$ cat src/rtl/tbec_rsc_pkg.sv
// ============================================================================
// Module      : tbec_rsc_pkg
// Description : Shared constants, flag encodings and syndrome record for the
//               TBEC-RSC decoder.
// Revision    : 1.0 - initial release
// ============================================================================
`default_nettype none

package tbec_rsc_pkg;

    localparam int CODE_W = 32;
    localparam int DATA_W = 16;
    localparam int RED_W  = 16;

    typedef logic [2:0] flag_t;

    localparam flag_t FLAG_NONE    = 3'b000;
    localparam flag_t FLAG_Q1      = 3'b100;
    localparam flag_t FLAG_Q2      = 3'b010;
    localparam flag_t FLAG_CENTRAL = 3'b001;

    // l[2r+j] is line syndrome L[r][j]; sp[k]/sd[k] are SPk/SDk
    typedef struct packed {
        logic [7:0] l;
        logic [3:0] sp;
        logic [3:0] sd;
    } syn_t;

    function automatic logic [3:0] popcnt8(input logic [7:0] v);
        logic [3:0] n;
        n = '0;
        for (int i = 0; i < 8; i++) begin
            n = n + {3'b000, v[i]};
        end
        return n;
    endfunction

endpackage

`default_nettype wire

$ cat src/rtl/tbec_rsc_lane_core.sv
// ============================================================================
// Module      : tbec_rsc_lane_core
// Description : Combinational syndrome generation and quadrant correction for
//               one TBEC-RSC lane. Syndromes and correction have separate
//               ports so they can sit on either side of a pipeline register.
// Revision    : 1.0 - initial release
// ============================================================================
`default_nettype none

module tbec_rsc_lane_core
    import tbec_rsc_pkg::*;
(
    input  logic [CODE_W-1:0] syn_code,
    output syn_t              syn,
    input  logic [DATA_W-1:0] cor_data,
    input  syn_t              cor_syn,
    input  logic              cor_bypass,
    output logic [DATA_W-1:0] out_data,
    output flag_t             out_flag,
    output logic              out_uncorr
);

    // codeword bit 0 lives in the vector MSB
    logic [DATA_W-1:0]    w_d;
    logic [RED_W-1:0]     w_r;
    logic [DATA_W-1:0]    w_cd;
    logic [3:0][3:0]      w_s;
    logic [3:0][3:0]      w_fix;
    logic [3:0]           w_nl;
    logic [3:0]           w_np;
    logic [3:0]           w_nd;
    logic [2:0]           w_q1;
    logic [2:0]           w_q2;
    logic                 w_trig;

    always_comb begin
        w_d = '0;
        w_r = '0;
        for (int i = 0; i < DATA_W; i++) begin
            w_d[i] = syn_code[CODE_W-1-i];
            w_r[i] = syn_code[RED_W-1-i];
        end
    end

    always_comb begin
        syn = '0;
        for (int r = 0; r < 4; r++) begin
            syn.l[2*r]   = w_d[r]   ^ w_d[r+8]  ^ w_r[8+2*r];
            syn.l[2*r+1] = w_d[r+4] ^ w_d[r+12] ^ w_r[9+2*r];
        end
        syn.sp[0] = w_d[0]  ^ w_d[4]  ^ w_d[1]  ^ w_d[5]  ^ w_r[4];
        syn.sp[1] = w_d[2]  ^ w_d[6]  ^ w_d[3]  ^ w_d[7]  ^ w_r[6];
        syn.sp[2] = w_d[8]  ^ w_d[12] ^ w_d[9]  ^ w_d[13] ^ w_r[7];
        syn.sp[3] = w_d[10] ^ w_d[14] ^ w_d[11] ^ w_d[15] ^ w_r[5];
        syn.sd[0] = w_d[0]  ^ w_d[5]  ^ w_d[2]  ^ w_d[7]  ^ w_r[0];
        syn.sd[1] = w_d[4]  ^ w_d[1]  ^ w_d[6]  ^ w_d[3]  ^ w_r[2];
        syn.sd[2] = w_d[8]  ^ w_d[13] ^ w_d[10] ^ w_d[15] ^ w_r[3];
        syn.sd[3] = w_d[12] ^ w_d[9]  ^ w_d[14] ^ w_d[11] ^ w_r[1];
    end

    // Matrix view: s[r][j] = d[r+4j]
    always_comb begin
        w_cd = '0;
        w_s  = '0;
        for (int i = 0; i < DATA_W; i++) begin
            w_cd[i] = cor_data[DATA_W-1-i];
        end
        for (int r = 0; r < 4; r++) begin
            for (int j = 0; j < 4; j++) begin
                w_s[r][j] = w_cd[r+4*j];
            end
        end
    end

    assign w_nl = popcnt8(cor_syn.l);
    assign w_np = popcnt8({4'b0000, cor_syn.sp});
    assign w_nd = popcnt8({4'b0000, cor_syn.sd});
    assign w_q1 = {2'b00, cor_syn.sp[0]} + {2'b00, cor_syn.sp[1]}
                + {2'b00, cor_syn.sd[0]} + {2'b00, cor_syn.sd[1]};
    assign w_q2 = {2'b00, cor_syn.sp[2]} + {2'b00, cor_syn.sp[3]}
                + {2'b00, cor_syn.sd[2]} + {2'b00, cor_syn.sd[3]};

    // A lone parity hit with clean diagonals is line noise, not a data error
    assign w_trig = (((|cor_syn.sp) && (|cor_syn.sd)) || (w_nl > 4'd1))
                  && !((w_nd == 4'd0) && (w_np == 4'd1) && (w_nl >= 4'd2));

    always_comb begin
        w_fix      = w_s;
        out_flag   = FLAG_NONE;
        out_uncorr = 1'b0;
        if (!cor_bypass && w_trig) begin
            if (w_q1 > w_q2) begin
                out_flag = FLAG_Q1;
                for (int r = 0; r < 4; r++) begin
                    w_fix[r][0] = w_s[r][0] ^ cor_syn.l[2*r];
                    w_fix[r][1] = w_s[r][1] ^ cor_syn.l[2*r+1];
                end
            end else if (w_q1 < w_q2) begin
                out_flag = FLAG_Q2;
                for (int r = 0; r < 4; r++) begin
                    w_fix[r][2] = w_s[r][2] ^ cor_syn.l[2*r];
                    w_fix[r][3] = w_s[r][3] ^ cor_syn.l[2*r+1];
                end
            end else if ({cor_syn.sp[0], cor_syn.sp[1], cor_syn.sd[0], cor_syn.sd[1]} != 4'b0000) begin
                out_flag = FLAG_CENTRAL;
                for (int r = 0; r < 4; r++) begin
                    w_fix[r][1] = w_s[r][1] ^ cor_syn.l[2*r+1];
                    w_fix[r][2] = w_s[r][2] ^ cor_syn.l[2*r];
                end
            end else begin
                out_uncorr = 1'b1;
            end
        end
    end

    // Output is row-major: {row0,row1,row2,row3}, s[0][0] at the MSB
    always_comb begin
        out_data = '0;
        for (int r = 0; r < 4; r++) begin
            for (int j = 0; j < 4; j++) begin
                out_data[DATA_W-1-4*r-j] = w_fix[r][j];
            end
        end
    end

endmodule

`default_nettype wire

$ cat src/rtl/tbec_rsc_decoder_pipe.sv
// ============================================================================
// Module      : tbec_rsc_decoder_pipe
// Description : Multi-lane TBEC-RSC decoder with valid/ready stream, 2-stage
//               pipeline and saturating correction counters.
//               Optional macro TBEC_BYPASS_EN adds a per-beat bypass input.
// Revision    : 1.0 - initial release
// ============================================================================
`default_nettype none

module tbec_rsc_decoder_pipe
    import tbec_rsc_pkg::*;
#(
    parameter int LANES = 2,
    parameter int CNT_W = 16
) (
    input  logic                    clk,
    input  logic                    rst_n,
    input  logic                    in_valid,
    output logic                    in_ready,
    input  logic [CODE_W*LANES-1:0] in_code,
`ifdef TBEC_BYPASS_EN
    input  logic                    bypass,
`endif
    output logic                    out_valid,
    input  logic                    out_ready,
    output logic [DATA_W*LANES-1:0] out_data,
    output logic [3*LANES-1:0]      out_flag,
    output logic [LANES-1:0]        out_uncorr,
    output logic [CNT_W-1:0]        corr_cnt,
    output logic [CNT_W-1:0]        uncorr_cnt,
    input  logic                    cnt_clr
);

    localparam logic [CNT_W+3:0] c_cnt_max = {4'b0000, {CNT_W{1'b1}}};

    logic                    w_in_bypass;
    logic [DATA_W*LANES-1:0] w_in_data;
    syn_t [LANES-1:0]        w_syn;
    logic [DATA_W*LANES-1:0] w_cor_data;
    logic [3*LANES-1:0]      w_cor_flag;
    logic [LANES-1:0]        w_cor_uncorr;
    logic                    w_adv_b;

    logic                    r_a_valid;
    logic [DATA_W*LANES-1:0] r_a_data;
    syn_t [LANES-1:0]        r_a_syn;
    logic                    r_a_bypass;

    logic                    r_out_valid;
    logic [DATA_W*LANES-1:0] r_out_data;
    logic [3*LANES-1:0]      r_out_flag;
    logic [LANES-1:0]        r_out_uncorr;
    logic [CNT_W-1:0]        r_corr_cnt;
    logic [CNT_W-1:0]        r_uncorr_cnt;

    logic [3:0]              w_corr_inc;
    logic [3:0]              w_uncorr_inc;
    logic [CNT_W+3:0]        w_corr_sum;
    logic [CNT_W+3:0]        w_uncorr_sum;

`ifdef TBEC_BYPASS_EN
    assign w_in_bypass = bypass;
`else
    assign w_in_bypass = 1'b0;
`endif

    // Only the data half is kept; the redundancy is fully summarised by w_syn
    for (genvar k = 0; k < LANES; k++) begin : g_lane
        assign w_in_data[k*DATA_W +: DATA_W] = in_code[k*CODE_W+RED_W +: DATA_W];

        tbec_rsc_lane_core u_core (
            .syn_code   (in_code[k*CODE_W +: CODE_W]),
            .syn        (w_syn[k]),
            .cor_data   (r_a_data[k*DATA_W +: DATA_W]),
            .cor_syn    (r_a_syn[k]),
            .cor_bypass (r_a_bypass),
            .out_data   (w_cor_data[k*DATA_W +: DATA_W]),
            .out_flag   (w_cor_flag[k*3 +: 3]),
            .out_uncorr (w_cor_uncorr[k])
        );
    end

    assign w_adv_b  = !r_out_valid || out_ready;
    assign in_ready = !r_a_valid || w_adv_b;

    always_ff @(posedge clk or negedge rst_n) begin
        if (!rst_n) begin
            r_a_valid  <= 1'b0;
            r_a_data   <= '0;
            r_a_syn    <= '0;
            r_a_bypass <= 1'b0;
        end else if (in_ready) begin
            r_a_valid <= in_valid;
            if (in_valid) begin
                r_a_data   <= w_in_data;
                r_a_syn    <= w_syn;
                r_a_bypass <= w_in_bypass;
            end
        end
    end

    // Payload only moves when stage A hands over, so it holds under a stall
    always_ff @(posedge clk or negedge rst_n) begin
        if (!rst_n) begin
            r_out_valid  <= 1'b0;
            r_out_data   <= '0;
            r_out_flag   <= '0;
            r_out_uncorr <= '0;
        end else if (w_adv_b) begin
            r_out_valid <= r_a_valid;
            if (r_a_valid) begin
                r_out_data   <= w_cor_data;
                r_out_flag   <= w_cor_flag;
                r_out_uncorr <= w_cor_uncorr;
            end
        end
    end

    always_comb begin
        w_corr_inc   = '0;
        w_uncorr_inc = '0;
        for (int k = 0; k < LANES; k++) begin
            w_corr_inc   = w_corr_inc   + {3'b000, |r_out_flag[k*3 +: 3]};
            w_uncorr_inc = w_uncorr_inc + {3'b000, r_out_uncorr[k]};
        end
    end

    assign w_corr_sum   = {4'b0000, r_corr_cnt}   + {{CNT_W{1'b0}}, w_corr_inc};
    assign w_uncorr_sum = {4'b0000, r_uncorr_cnt} + {{CNT_W{1'b0}}, w_uncorr_inc};

    always_ff @(posedge clk or negedge rst_n) begin
        if (!rst_n) begin
            r_corr_cnt   <= '0;
            r_uncorr_cnt <= '0;
        end else if (cnt_clr) begin
            r_corr_cnt   <= '0;
            r_uncorr_cnt <= '0;
        end else if (r_out_valid && out_ready) begin
            r_corr_cnt   <= (w_corr_sum > c_cnt_max) ? c_cnt_max[CNT_W-1:0]
                                                     : w_corr_sum[CNT_W-1:0];
            r_uncorr_cnt <= (w_uncorr_sum > c_cnt_max) ? c_cnt_max[CNT_W-1:0]
                                                       : w_uncorr_sum[CNT_W-1:0];
        end
    end

    assign out_valid  = r_out_valid;
    assign out_data   = r_out_data;
    assign out_flag   = r_out_flag;
    assign out_uncorr = r_out_uncorr;
    assign corr_cnt   = r_corr_cnt;
    assign uncorr_cnt = r_uncorr_cnt;

endmodule

`default_nettype wire

$ cat config.mk
export PLATFORM = sky130hd
export DESIGN_NAME = tbec_rsc_decoder_pipe
export DESIGN_NICKNAME = d
export VERILOG_FILES = /design/src/rtl/tbec_rsc_pkg.sv /design/src/rtl/tbec_rsc_lane_core.sv /design/src/rtl/tbec_rsc_decoder_pipe.sv
export SDC_FILE = /design/constraint.sdc
export NUM_CORES = 1
export LEC_CHECK = 0
export ABC_AREA = 1
export CAP_MARGIN = 20
export CORE_ASPECT_RATIO = 1.75
export CORE_UTILIZATION = 59
export DETAILED_ROUTE_END_ITERATION = 8
export GPL_ROUTABILITY_DRIVEN = 0
export PLACE_DENSITY = 0.95
export SLEW_MARGIN = 20
export SYNTH_ARGS = -nofsm -noshare
export SYNTH_HDL_FRONTEND = slang
export SYNTH_SLANG_ARGS = --single-unit
$ cat constraint.sdc
create_clock -name clk -period 10.3 [get_ports clk]
set_clock_uncertainty 0.1 [all_clocks]
set_input_delay 2.06 -clock clk [delete_from_list [all_inputs] [get_ports clk]]
set_output_delay 2.06 -clock clk [all_outputs]
set_load 0.05 [all_outputs]
* Word level (Yosys, flattened, before mapping)
Cells that the tools add are included.
** Word-level totals
- Register bits :: 138
- Bits in latches :: 0
- RAM bits :: 0
- Memory bits (read-only) :: 0
- Input bits :: 69
- Output and inout bits :: 74
- Logic and storage cells :: 306
- Memories :: 0
** Cells by class
- $add $sub $neg :: 42
- Multipliers :: 0
- Div/mod/pow operators :: 0
- $lt $le $gt $ge :: 10
- Equal/unequal tests :: 2
- Shifts and indexed selects :: 0
- Muxes and demuxes :: 80
- Bitwise operators :: 128
- Reductions and logical operators :: 30
** Operators with widths (count)
- $mux 16 :: 8
- $xor 1x1->1 :: 128
- $add 4x1->4 :: 20
- $mux 1 :: 50
- $add 16x2->17 :: 2
- $gt 17x16->1 const B :: 2
- $mux 2 :: 16
- $add 1x1->2 :: 12
- $add 3x1->3 :: 8
- $mux 3 :: 6
- $reduce_or 4->1 :: 4
- $logic_and 1x1->1 :: 9
- $eq 4x1->1 const B :: 2
- $ge 4x2->1 const B :: 2
- $gt 4x1->1 const B :: 2
- $logic_not 4->1 :: 2
- $reduce_bool 4->1 :: 2
- $gt 3x3->1 :: 2
- $lt 3x3->1 :: 2
- $reduce_or 3->1 :: 2
- $logic_not 1->1 :: 4
- $logic_or 1x1->1 :: 4
- $reduce_and 2->1 :: 2
- $reduce_bool 2->1 :: 1

* Depth between registers and ports, before layout
Gate-level depths: netlist of the first run.
- Depth in word-level cells :: 12
- Mapped depth :: 18
- Depth with buffers taken out :: 17

* Hierarchy
From an unflattened synthesis of the first run, not the netlist that was laid out.
** Second synthesis, totals
- Cells, all modules :: 1164
- Area total of the unflattened synthesis :: 9633.0 um2
** Modules (own cells, without submodules)
- tbec_rsc_decoder_pipe :: instances 1, cells an instance 537, area an instance 6024.5 um2, sequential area each 3453.3 um2
- tbec_rsc_lane_core (g_lane[0].u_core) :: instances 1, cells an instance 313, area an instance 1809.2 um2, sequential area each 0.0 um2
- tbec_rsc_lane_core (g_lane[1].u_core) :: instances 1, cells an instance 314, area an instance 1799.2 um2, sequential area each 0.0 um2

* Worst setup path after synthesis of the first run
OpenSTA, ideal clock, no wires.
- Path kind :: input -> output
- From :: in out_ready
- To :: out in_ready
- Data arrival time :: 2.520 ns
- Data required time :: 8.140 ns
- Slack :: 5.620 ns
- Stages :: 2
- Path buffers :: 0
- Path through :: inv_1 nand3_1
** Between the ends
- Cells in the longest elaborated chain, start to end :: 2
** RTL lines
- from (decl) :: line tbec_rsc_decoder_pipe.sv:25 : input logic out_ready,
- $logic_or 1x1->1 :: line tbec_rsc_decoder_pipe.sv:83 : assign w_adv_b = !r_out_valid || out_ready;
- $logic_or 1x1->1 :: line tbec_rsc_decoder_pipe.sv:84 : assign in_ready = !r_a_valid || w_adv_b;
- to (decl) :: line tbec_rsc_decoder_pipe.sv:19 : output logic in_ready,
No other way between the ends.

* Worst setup path after layout of the first run
Ends and elaborated chain as after synthesis.

==> results of run 1 <==
report_power, final:
group	internal, W	total, W	switching, W
logic	0.000539	0.00172	0.00118
clock network	0.000440	0.000679	0.000239
registers	0.000666	0.000768	0.000102
total	0.00165	0.00317	0.00152
cells in the mapped netlist, types with 2 or more instances:
| cell type | n | area (µm²) |
|---|---|---|
| o21ai_2 | 2 | 17.5 |
| nor3b_1 | 2 | 15.0 |
| nand3_1 | 72 | 360 |
| nor3_2 | 2 | 20.0 |
| nand2_2 | 6 | 37.5 |
| clkbuf_1 | 12 | 45.0 |
| xor2_1 | 48 | 420 |
| ha_1 | 34 | 425 |
| o22ai_1 | 3 | 18.8 |
| o21ai_1 | 16 | 80.1 |
| buf_4 | 7 | 52.6 |
| nand2b_1 | 4 | 25.0 |
| nand3_4 | 2 | 35.0 |
| xnor2_1 | 56 | 490 |
| inv_1 | 159 | 597 |
| o21ai_0 | 100 | 500 |
| a21oi_1 | 8 | 40.0 |
| inv_2 | 3 | 11.3 |
| nand4_1 | 8 | 50.1 |
| nor3_1 | 8 | 40.0 |
| nand3_2 | 2 | 20.0 |
| buf_2 | 11 | 55.1 |
| nor2_1 | 31 | 116 |
| nor2_4 | 6 | 67.6 |
| nand2_1 | 400 | 1500 |
| nor2_2 | 4 | 25.0 |
| buf_6 | 5 | 56.3 |
| fa_1 | 18 | 360 |
| dfrtp_1 | 138 | 3450 |
routing by layer:
layer,part of all wire [%],global-route usage [%],up-vias
met1,36,35.0,3898
li1,-,-,3887
met5,0,0,-
met4,4.0,15.6,0
met2,54,58.5,373
met3,6.0,5.22,95
through the flow:
stage	util (%)	power (W)	hold slack (ns)	instance area (µm²)	cells
finish	74.7	0.00317	0.381	11100	1499
global route	74.7	0.00338	0.407	11100	1499
CTS	74.7	0.00314	0.386	11100	1499
detailed placement	70.3	0.00242	0.367	10500	1468
global placement	70.3	0.00233	0.363	10500	1468
floorplan	-	0.00201	0.375	9000	1173
registers in the layout, summed over array words and instances, names as in the netlist:
name / flops
r_a_data: 32
r_a_valid: 1
out_uncorr: 2
r_a_syn: 32
out_flag: 6
corr_cnt: 16
out_valid: 1
uncorr_cnt: 16
out_data: 32
layout make-up:
cell class / count / area (µm²)
clock buffer: 19 / 453
clock inverter: 12 / 196
tap: 183 / 229
sequential: 138 / 3450
multi-input combinational: 836 / 4720
timing repair buffer: 148 / 1470
fill: 1014 / 3780
inverter: 163 / 614
worst max-delay path, cell delays in order:
cell and delay (ns):
clkdlybuf4s50_1 0.48, inv_1 0.06, nand3_1 0.13, clkdlybuf4s50_1 0.83
placed cells by master, fill, tap and decap left out, drive strengths merged, types with 8 or more instances in the layout:
master	instances
clkbuf	19
nand3	76
nand4	9
xor2	48
ha	34
clkdlybuf4s50	141
o21ai	118
dfrtp	138
nor2	41
nand2	406
nor3	11
fa	18
a21oi	8
xnor2	56
inv	163
logic make-up (layout without fill, tap and decap cells):
kind of cell	after synthesis	after routing	synth area share, %
buffers and inverters	199	342	9.19
adders and majority gates	52	52	8.73
AOI/OAI and AO/OA	130	130	7.38
DFF	138	138	38.4
and+or+nand+nor	550	550	26.2
xor gates and xnor gates	104	104	10.1
final timing paths:
check                                            end  slack, ns                     start  cells after the start
min                         out_data[31]$_DFFE_PN0P_       0.38  out_data[31]$_DFFE_PN0P_                      2
min reg2reg                 out_data[31]$_DFFE_PN0P_       0.38  out_data[31]$_DFFE_PN0P_                      2
max in group asynchronous  out_uncorr[0]$_DFFE_PN0P_       7.18                     rst_n                      2
min in group asynchronous     r_a_syn[7]$_DFFE_PN0P_       1.55                     rst_n                      1
max reg2reg                 out_data[20]$_DFFE_PN0P_       5.59   r_a_syn[24]$_DFFE_PN0P_                     14
max                                         in_ready       4.58                 out_ready                      4
==> impl_metrics.toml, run 1 <==
[floorplan]
initial_core_util_pct = 60.3
die_x_um = 95.4
die-area_um2 = 15800
core-area_um2 = 14900
io_pins = 143
fp-row-count = 59
dieHeight_um = 165

[clock_tree]
cts_tree = "done"
clk_pin_slew_ns = 0.05
cts_resized = 0
root_buffer = "clkbuf_16"
clk_latency_ns = 0.42
cts_buffers = 17
h-tree-depth = 4
clockBufferDepth = 2
post_cts_buffers = 0
clock_sinks = 138
postCtsHoldBufs = 0

[setup_path]
crit_required_ns = 8.14
worstSetupPathType = "in2out"
worstPathMaxFanout = 3
critical_path_arrival_ns = 3.56
end_kind = "output pin"
start_kind = "input port"

[global_route]
grt_first_pass_wirelength_mm = 38.7
antenna_found_initial = 0
first_global_vias = 8246
grt_max_degree = 73
grt-ovfl-total = 0
track_usage_pct = 32.0

[pwr]
power_per_cell_area_nw_per_um2 = 285
ir_worst_vdd_uv = 170
power_leakage_nw = 5.59

[yosys]
netlist_area_um2 = 9000
synth_ff_type = "dfrtp_1"
yosys.cell_types.count = 35
synth_edf_count = 0
synth.yosys.seq_area_share_pct = 38.4
avgSynthCellArea_um2 = 7.67
yosys_warnings = 0
syn_nets = 1294
syn_inst = 1173
yosys_register_bits = 138
async_reset_ff_share_pct = 100

[place]
pre_cts_slack_ns = 4.58
hpwl_mm = 16.4
port_buffers = 142

[timing]
finalHoldViolCount = 0
min_period_ns = 5.72
maxSlewHeadroom_pct = 28.3
fin_crit_sh_pct = 55.6
setup_ws_ns = 4.58
rsz0062_at_grt = "no"
tightest_slew_ns = 1.07
setup_viol_count_final = 0
clock.fmax_mhz = 175
fin_tns_setup_ns = 0
maxSlewViolCount = 0

[routing]
drtPass1Iterations = 7
routed_via_density = 5.51
vias = 8253
first_iter_violations = 655
drc = 0
wl_mm = 23.9
ant_nets = 0
wl_per_cell_um = 15.9

[layout]
num_antenna_cells = 0
syn_to_final_growth_pct = 23.7
finalNetCount = 1425
layout-drive-gt1-share_pct = 5.24

[worst_hold_path]
hold_path_class = "reg2reg"

[job]
maxCapViolations = 0

[outcome]
status = "complete, no violations"
Note: power is estimated with default switching activity, not from simulation.
==> run 2: changes to the inputs <==
- CORE_UTILIZATION: 59 -> 50
- PLACE_DENSITY: 0.95 -> 0.88
- clock period: 10.3 -> 4.8 ns (I/O delays scaled with it)
==> run 2 against run 1 <==
Compared with the run above: final area hardly changed; cell count rose by 3.3%; combinational power rose by 110%; largest cell class unchanged; setup slack worse by 3.9 ns; wire length down 7.9%; worst hold slack worse by 0.0031 ns; clock power grew 91%.
==> impl_metrics.toml, run 2 (synthesis results as in run 1) <==
[outcome]
status = "complete, no violations"

[clock_tree]
clk_latency_ns = 0.41
clockBufferDepth = 2
cts_tree = "done"
cts_buffers = 17
cts_resized = 0
h-tree-depth = 4
root_buffer = "clkbuf_16"
postCtsHoldBufs = 0
post_cts_buffers = 0
clock_sinks = 138
clk_pin_slew_ns = 0.06

[timing]
finalHoldViolCount = 0
fin_tns_setup_ns = 0
clock.fmax_mhz = 241
maxSlewHeadroom_pct = 32.1
tightest_slew_ns = 1.02
min_period_ns = 4.15
maxSlewViolCount = 0
setup_viol_count_final = 0
rsz0062_at_grt = "no"
fin_crit_sh_pct = 86.5

[layout]
multi_input_area_um2 = 4720
num_antenna_cells = 0
seqCellArea_um2 = 3450
finalNetCount = 1426
final_common_cell = "nand2_1"
fill_cells = 1403
instances_no_fill = 1549
layout-drive-gt1-share_pct = 5.24
syn_to_final_growth_pct = 23.8
layout_common_cells = "nand2_1, inv_1, clkdlybuf4s50_1"
utilization_pct = 63.5

[routing]
drtPass1Iterations = 6
first_iter_violations = 347
drc = 0
ant_nets = 0
routed_via_density = 5.14
wl_per_cell_um = 14.2
vias = 7962
wl_mm = 22.0

[pwr]
power_per_cell_area_nw_per_um2 = 585
power_leakage_nw = 5.56
ir_worst_vdd_uv = 319

[setup_path]
start_kind = "register"
critical_path_arrival_ns = 4.34
worstSetupPathType = "reg2reg"
worstPathMaxFanout = 15
crit_required_ns = 4.99
end_kind = "register"

[place]
dp.cells = 1517
hpwl_mm = 16.5
port_buffers = 142

[floorplan]
initial_core_util_pct = 51.3
die-area_um2 = 18600
dieHeight_um = 179
io_pins = 143
die_x_um = 103
core-area_um2 = 17500
fp-row-count = 64

[global_route]
grt-ovfl-total = 0
track_usage_pct = 25.2
grt_first_pass_wirelength_mm = 36.7
grt_max_degree = 110
first_global_vias = 7862
antenna_found_initial = 0

[worst_hold_path]
hold_path_class = "reg2reg"

[job]
maxCapViolations = 0
## run 2: through the flow
step | hold WS (ns) | area, µm² | total power [W] | worst slack [ns]
2_1_floorplan | 0.375 | 9000 | 0.00432 | 1.14
3_3_place_gp | 0.363 | 10600 | 0.00503 | 0.799
3_5_place_dp | 0.364 | 10600 | 0.00519 | 0.652
4_1_cts | 0.379 | 11100 | 0.00653 | 0.641
5_1_grt | 0.392 | 11100 | 0.00704 | 0.362
6_report | 0.378 | 11100 | 0.00652 | 0.647
## run 2: worst paths after layout
kind | startpoint | to | slack [ns] | depth (start not counted)
worst max-delay path | r_a_syn[9]$_DFFE_PN0P_ | out_data[15]$_DFFE_PN0P_ | 0.65 | 15
worst min-delay path | out_data[19]$_DFFE_PN0P_ | out_data[19]$_DFFE_PN0P_ | 0.38 | 2
worst max register to register | r_a_syn[9]$_DFFE_PN0P_ | out_data[15]$_DFFE_PN0P_ | 0.65 | 15
worst min register to register | out_data[19]$_DFFE_PN0P_ | out_data[19]$_DFFE_PN0P_ | 0.38 | 2
max in group asynchronous | rst_n | out_data[21]$_DFFE_PN0P_ | 3.09 | 2
min in group asynchronous | rst_n | r_a_syn[4]$_DFFE_PN0P_ | 0.54 | 1
## run 2: where the power goes
group          internal [W]  leakage, nW  total [W]  switching (W)
Sequential          0.00143         1.76    0.00164       0.000210
Combinational       0.00118         3.52    0.00358        0.00240
Clock              0.000814        0.280    0.00130       0.000486
Total               0.00342         5.56    0.00652        0.00310
## run 2: cell type report
| type | count | area share, % |
|---|---|---|
| Clock inverter | 12 | 1.35 |
| Timing Repair Buffer | 149 | 13.2 |
| Inverter | 163 | 5.52 |
| Sequential cell | 138 | 31.0 |
| Multi-Input combinational cell | 836 | 42.4 |
| Tap cell | 231 | 2.59 |
| Clock buffer | 20 | 3.92 |
## run 2: per-layer routing
metal / routed length [µm] / part of all wire [%] / vias up / global-route usage (%)
li1: - / - / 3894 / -
met1: 8430 / 38 / 3759 / 28.5
met2: 11800 / 54 / 259 / 44.9
met3: 1040 / 4.7 / 50 / 4.35
met4: 762 / 3.5 / 0 / 11.5
met5: 0 / 0 / - / 0
## run 2: critical path: stages (launching register included)
cell     delay, ns
dfrtp_1       0.43
ha_1          0.29
inv_1         0.05
fa_1          0.50
fa_1          0.54
inv_1         0.05
fa_1          0.47
fa_1          0.43
a21oi_1       0.21
nand3_1       0.10
nand2_1       0.35
inv_1         0.23
nand2_1       0.11
nand2_1       0.06
nand2_1       0.06
nand2_1       0.07
==> run 3: changes to the inputs <==
- CAP_MARGIN: 20 -> 10
==> results of run 3 <==
No change in the layout: final DEF, timing and power equal those of run 2.
